[src/rtl/md4_block_padder_if.sv]
// Byte-in / block-out handshake bundle between the message source, the MD4 padder and the round chain.
interface md4_block_padder_if;
    logic         in_valid;
    logic         in_ready;
    logic [7:0]   in_data;
    logic         in_last;
    logic         in_keep;
    logic         out_valid;
    logic         out_ready;
    logic [511:0] out_block;
    logic         out_first;
    logic         out_last;

    modport master (
        output in_valid, in_data, in_last, in_keep, out_ready,
        input  in_ready, out_valid, out_block, out_first, out_last
    );

    modport slave (
        input  in_valid, in_data, in_last, in_keep, out_ready,
        output in_ready, out_valid, out_block, out_first, out_last
    );
endinterface

[src/rtl/md4_block_padder.sv]
// MD4 message padder: packs bytes into 512-bit blocks, appends 0x80, zero fill and the
// 64-bit little-endian bit length, and flags the first/last block of each message.
module md4_block_padder (
    input  logic              clk,
    input  logic              rst_n,
    md4_block_padder_if.slave bus
);
    typedef enum logic [1:0] {FILL, EMIT, EMIT_PAD} state_t;

    state_t           state_q, state_n;
    logic [63:0][7:0] blk_q, blk_n;
    logic [5:0]       ptr_q, ptr_n;
    logic [63:0]      len_q, len_n;
    logic             first_q, first_n;
    logic [1:0]       pad_q, pad_n;   // 1: next block zero+len, 2: next block 0x80+len
    logic             last_q, last_n;
    logic             in_ready_q, out_valid_q, out_first_q;
    logic             acc;
    logic [6:0]       p;

    assign acc = bus.in_valid && in_ready_q;
    assign p   = {1'b0, ptr_q} + {6'd0, bus.in_keep};

    assign bus.in_ready  = in_ready_q;
    assign bus.out_valid = out_valid_q;
    assign bus.out_block = blk_q;
    assign bus.out_first = out_first_q;
    assign bus.out_last  = last_q;

    always_comb begin
        state_n = state_q;
        blk_n   = blk_q;
        ptr_n   = ptr_q;
        len_n   = len_q;
        first_n = first_q;
        pad_n   = pad_q;
        last_n  = last_q;
        case (state_q)
            FILL: begin
                if (acc) begin
                    if (bus.in_keep) begin
                        blk_n[ptr_q] = bus.in_data;
                        ptr_n        = ptr_q + 6'd1;
                        len_n        = len_q + 64'd8;
                    end
                    if (bus.in_last) begin
                        state_n = EMIT;
                        if (p <= 7'd55) begin
                            blk_n[p[5:0]] = 8'h80;
                            for (int i = 0; i < 56; i++)
                                if (i > int'(p)) blk_n[i] = 8'h00;
                            for (int k = 0; k < 8; k++)
                                blk_n[56+k] = len_n[8*k +: 8];
                            last_n = 1'b1;
                        end else if (p <= 7'd63) begin
                            blk_n[p[5:0]] = 8'h80;
                            for (int i = 0; i < 64; i++)
                                if (i > int'(p)) blk_n[i] = 8'h00;
                            pad_n  = 2'd1;
                            last_n = 1'b0;
                        end else begin
                            pad_n  = 2'd2;
                            last_n = 1'b0;
                        end
                    end else if (bus.in_keep && ptr_q == 6'd63) begin
                        state_n = EMIT;
                        last_n  = 1'b0;
                    end
                end
            end
            EMIT: begin
                if (bus.out_ready) begin
                    first_n = 1'b0;
                    if (pad_q != 2'd0) begin
                        // Rebuild the buffer as the trailing length block.
                        blk_n = '0;
                        if (pad_q == 2'd2) blk_n[0] = 8'h80;
                        for (int k = 0; k < 8; k++)
                            blk_n[56+k] = len_q[8*k +: 8];
                        pad_n   = 2'd0;
                        last_n  = 1'b1;
                        state_n = EMIT_PAD;
                    end else begin
                        blk_n   = '0;
                        ptr_n   = 6'd0;
                        state_n = FILL;
                        if (last_q) begin
                            len_n   = 64'd0;
                            first_n = 1'b1;
                        end
                        last_n = 1'b0;
                    end
                end
            end
            EMIT_PAD: begin
                if (bus.out_ready) begin
                    blk_n   = '0;
                    ptr_n   = 6'd0;
                    len_n   = 64'd0;
                    first_n = 1'b1;
                    last_n  = 1'b0;
                    state_n = FILL;
                end
            end
            default: state_n = FILL;
        endcase
    end

    always_ff @(posedge clk or negedge rst_n) begin
        if (!rst_n) begin
            state_q     <= FILL;
            blk_q       <= '0;
            ptr_q       <= 6'd0;
            len_q       <= 64'd0;
            first_q     <= 1'b1;
            pad_q       <= 2'd0;
            last_q      <= 1'b0;
            in_ready_q  <= 1'b0;
            out_valid_q <= 1'b0;
            out_first_q <= 1'b0;
        end else begin
            state_q     <= state_n;
            blk_q       <= blk_n;
            ptr_q       <= ptr_n;
            len_q       <= len_n;
            first_q     <= first_n;
            pad_q       <= pad_n;
            last_q      <= last_n;
            in_ready_q  <= (state_n == FILL);
            out_valid_q <= (state_n != FILL);
            out_first_q <= (state_n == EMIT) && first_n;
        end
    end
endmodule

[src/flat_wrapper.sv]
// flat-port wrapper written by rule: the top's interface ports become plain ports
module md4_block_padder_flat 
  (clk, rst_n, bus_in_valid, bus_in_data, bus_in_last, bus_in_keep, bus_out_ready, bus_in_ready, bus_out_valid, bus_out_block, bus_out_first, bus_out_last);
  md4_block_padder_if bus_i ();
  input  logic clk;
  input  logic rst_n;
  input wire logic [$bits(bus_i.in_valid)-1:0] bus_in_valid;
  input wire logic [$bits(bus_i.in_data)-1:0] bus_in_data;
  input wire logic [$bits(bus_i.in_last)-1:0] bus_in_last;
  input wire logic [$bits(bus_i.in_keep)-1:0] bus_in_keep;
  input wire logic [$bits(bus_i.out_ready)-1:0] bus_out_ready;
  output wire logic [$bits(bus_i.in_ready)-1:0] bus_in_ready;
  output wire logic [$bits(bus_i.out_valid)-1:0] bus_out_valid;
  output wire logic [$bits(bus_i.out_block)-1:0] bus_out_block;
  output wire logic [$bits(bus_i.out_first)-1:0] bus_out_first;
  output wire logic [$bits(bus_i.out_last)-1:0] bus_out_last;
  assign bus_i.in_valid = bus_in_valid;
  assign bus_i.in_data = bus_in_data;
  assign bus_i.in_last = bus_in_last;
  assign bus_i.in_keep = bus_in_keep;
  assign bus_i.out_ready = bus_out_ready;
  assign bus_in_ready = bus_i.in_ready;
  assign bus_out_valid = bus_i.out_valid;
  assign bus_out_block = bus_i.out_block;
  assign bus_out_first = bus_i.out_first;
  assign bus_out_last = bus_i.out_last;
  md4_block_padder u_core (.clk(clk), .rst_n(rst_n), .bus(bus_i));
endmodule
[config.mk]
export PLATFORM = sky130hd
export DESIGN_NAME = md4_block_padder_flat
export DESIGN_NICKNAME = d
export VERILOG_FILES = /design/src/rtl/md4_block_padder_if.sv /design/src/rtl/md4_block_padder.sv /design/src/flat_wrapper.sv
export SDC_FILE = /design/constraint.sdc
export NUM_CORES = 1
export LEC_CHECK = 0
export BUFFER_PORTS_ARGS = -buffer_cell sky130_fd_sc_hd__buf_4
export CAP_MARGIN = 20
export CORE_AREA = 2 2 246 248
export DETAILED_ROUTE_END_ITERATION = 8
export DIE_AREA = 0 0 248 250
export PLACE_DENSITY = 0.72
export SLEW_MARGIN = 20
export SYNTH_ARGS = -nofsm -noshare
export SYNTH_HDL_FRONTEND = slang
export SYNTH_SLANG_ARGS = --single-unit
[constraint.sdc]
create_clock -name clk -period 3.5 [get_ports clk]
set_clock_uncertainty 0.05 [all_clocks]
set_input_delay 0.7 -clock clk [delete_from_list [all_inputs] [get_ports clk]]
set_output_delay 0.7 -clock clk [all_outputs]
set_load 0.05 [all_outputs]
==> summary.md <==
| Metric | Value |
|---|---|
| Outcome | finished, violations left |
| Failing checks | negative hold slack |
| Detailed-route vias per instance | 6.64 |
| Post-DP Area | 36,600 um2 |
| Total power | 24,800 uW |
| CTS root buf | clkbuf_16 |
| Post-synth top area cell | dfrtp_1 |
| Ys async rst share | 100% |
| Number of global-route vias before repair | 28,600 |
| Initial antenna violation count | 2 |
| Layout net count | 3,624 |
| Main combinational cell family by area after synthesis | compound AO/OA/AOI/OAI gates |
| Synth warn | 0 |
| Cells after DPL | 4,315 |
| RSZ-0062 raised after global routing | false |
| Crit path capture type | flip-flop |
| Minimum clock period | 3.43 ns |
| Top cell type's share of synthesized area | 50.1% |
| CP Capture Point | u_core.bus.out_block[198]$_DFFE_PN0P_ |
| Setup violators final | 0 |
| Global-route wire length before repair | 190,000 um |
| Initial Util | 49.2% |
| Critical path origin | u_core.state_q[0]$_DFF_PN0_ |
| TritonCTS clock tree | done |
| Leak | 0.0182 uW |
| Detail Route Antenna Nets | 0 |
| 1st-iter DRT viols | 3,277 |
| Hold buffers post-CTS | 0 |
| Crit Reg-Reg Startpoint | u_core.state_q[0]$_DFF_PN0_ |
| Place WS | -0.395 ns |
| Maxcap violations | 0 |
| Horiz. Die Dim | 248 um |
| Post-Syn Instances | 2,845 |
| # IOs | 530 |
| Slew headroom | 34.8% |
| Multi-input combinational cell area | 13,500 um2 |
| Die Y | 250 um |
| Mux contribution to synthesized area | 1.45% |
| Final hold vios | 26 |
| H-tree levels | 3 |
| Core Region | 59,600 um2 |
| Register-to-register setup slack | 0.07 ns |
| HP Class | in2async |
| Synth top area cells | dfrtp_1, a22o_1, nand2_1, a21oi_1, nor2_1 |
| DR vias | 29,400 |
| Crit Path Class | reg2reg |
| IO buf count | 529 |
| Synthesized area | 29,300 um2 |
| Worst-skew pair later-pin latency | 0.63 ns |
| Startpoint Class | flip-flop |
| Post-DP HPWL | 95,200 um |
| Reg2Reg Depth | 11 |
| EDFF count, synth | 0 |
| Compound-Gate Fraction of Synth Area | 27.9% |
| F_max | 0.291 GHz |
| Final cell count without fillers | 4,432 |
| Synth Area per Inst | 10.3 um2 |
| Final slew viol count | 0 |
| Worst VDD drop | 0.591 mV |
| Cell Rows | 90 |
| Most common cell after layout, fill and taps aside | buf_4 |
| Num Clock Sinks | 588 |
| DRT Pass-1 Iters | 9 |
| Power Dens Cells | 637 nW/um2 |
| Residual DRC | 0 |
| Flops & latches, synth | 588 |
| Layout area overhead | 32.5% |
| Ant. Diodes | 0 |
| Final instance area | 38,900 um2 |
| Worst EP arrival | 3.94 ns |
| Crit path max fanout | 13 |
| Clk buf depth | 3 |
| Worst endpoint required time | 4.01 ns |
| Largest net degree at the start of global routing | 98 |
| Syn Nets | 2,868 |
| Final worst setup slack | 0.0669 ns |
| Synth Area in XOR/XNOR | 1.11% |
| Sequential area share after synthesis | 50.2% |
| Critical R2R Capture | u_core.bus.out_block[198]$_DFFE_PN0P_ |
| Share of layout cells above drive strength 1 | 31.8% |
| Post-CTS setup buffers | 0 |
| Gr ovfl total | 0 |
| Synth Area in Simple Gates | 15.0% |
| Synth Flop Type | dfrtp_1 |
| Fillers | 4,801 |
| Most frequent cells in the layout | buf_4, dfrtp_1, a22o_1 |
| Tot GR Track Use | 41.2% |
| WHS | -0.0232 ns |
| Fin crit share | 98.1% |
| Yosys cell types | 110 |
| Num CTS Buffers | 66 |
| Die area | 62,000 um2 |
| Sequential Area | 14,700 um2 |
| Final WL | 130,000 um |
| Worst-path clk slew | 0.06 ns |
| Tightest Pin Transition | 0.978 ns |
| Post-synthesis adder-cell area fraction | 0.384% |
| Final GP Congestion | 1.02 |
| Drt wl/cell | 29.3 um |
## sequential cells by signal, summed over array words and instances (netlist names)
name	count
u_core.bus.out_valid	1
u_core.state_q	2
u_core.bus.out_block	512
u_core.bus.out_last	1
u_core.ptr_q	6
u_core.first_q	1
u_core.bus.out_first	1
u_core.bus.in_ready	1
u_core.len_q	61
u_core.pad_q	2
## routing by layer
| layer | share of wire [%] | GRT usage, % | vias to the layer above |
|---|---|---|---|
| met3 | 9.4 | 8.75 | 387 |
| met5 | 0.021 | 0 | - |
| met1 | 38 | 53.0 | 14800 |
| li1 | - | - | 12500 |
| met4 | 5.5 | 21.3 | 4 |
| met2 | 47 | 65.2 | 1779 |
## critical path, cell delays in order (launching register included)
cell	delay, ns
dfrtp_1	0.41
inv_1	0.11
ha_1	0.24
nor2b_1	0.19
a2111o_2	0.71
nor2_4	0.30
buf_4	0.22
buf_4	0.15
a22oi_2	0.08
nor3_1	0.46
buf_4	0.28
a22o_1	0.16
## where the power goes
| part | switching (uW) | internal, uW | total [uW] |
|---|---|---|---|
| sequential | 314 | 7110 | 7420 |
| combinational | 7280 | 3060 | 10300 |
| clock | 3000 | 4000 | 7000 |
## kinds of logic after synthesis
logic type      count (synthesis)
compound gates               1066
simple gates                  835
flops                         588
buf+inv                       276
mux                            42
xor+xnor                       29
fa+ha+maj                       9
## worst min-delay path by stage
| stage | slack [ns] | startpoint | end | cells past startpoint |
|---|---|---|---|---|
| after floorplan | 0.35 | rst_n | u_core.bus.in_ready$_DFF_PN0_ | 0 |
| after global placement | 0.43 | u_core.bus.out_block[247]$_DFFE_PN0P_ | u_core.bus.out_block[247]$_DFFE_PN0P_ | 1 |
| after detailed placement | 0.43 | u_core.bus.out_block[143]$_DFFE_PN0P_ | u_core.bus.out_block[143]$_DFFE_PN0P_ | 1 |
| after CTS | 0.005 | rst_n | u_core.bus.out_block[252]$_DFFE_PN0P_ | 1 |
| after global routing | 0.03 | rst_n | u_core.bus.out_block[169]$_DFFE_PN0P_ | 1 |
| final | -0.02 | rst_n | u_core.bus.out_block[158]$_DFFE_PN0P_ | 1 |
## synthesized netlist by cell type (all sizes together), types with 12 or more instances
cell type	count
o211ai	29
clkbuf	158
or3	14
mux2i	38
nor2	187
a221o	26
and3	33
a22o	386
nand3	69
a21oi	142
nor3	116
buf	78
nand2	230
o2bb2ai	35
inv	40
nor4	56
o21ai	164
xnor2	21
a31oi	31
a22oi	32
nand4	45
a211oi	13
o22ai	25
o31ai	55
dfrtp	587
and4	12
## stage by stage
step                      setup TNS, ns  util [%]
after CTS                             0      65.1
after global routing                  0      65.2
after global placement           -25.45      61.5
after floorplan                       0         -
final                                 0      65.2
after detailed placement         -41.36      61.5
## timing repair
item | 4_1_cts | 5_1_grt
endpoints found under the hold margin | 0 | 0
pin swaps | 0 | 0
resized for setup | 2 | 10
setup endpoints to repair | 12 | 51
## layout make-up
class,instances,area share [%]
clock inverters,25,0.840
multi-input cells,1981,34.9
clock buffers,92,4.71
flip-flops and latches,588,37.9
repair buffers,924,18.8
inverters,40,0.386
well taps,782,2.52
Power figures use the tool's default switching activity.
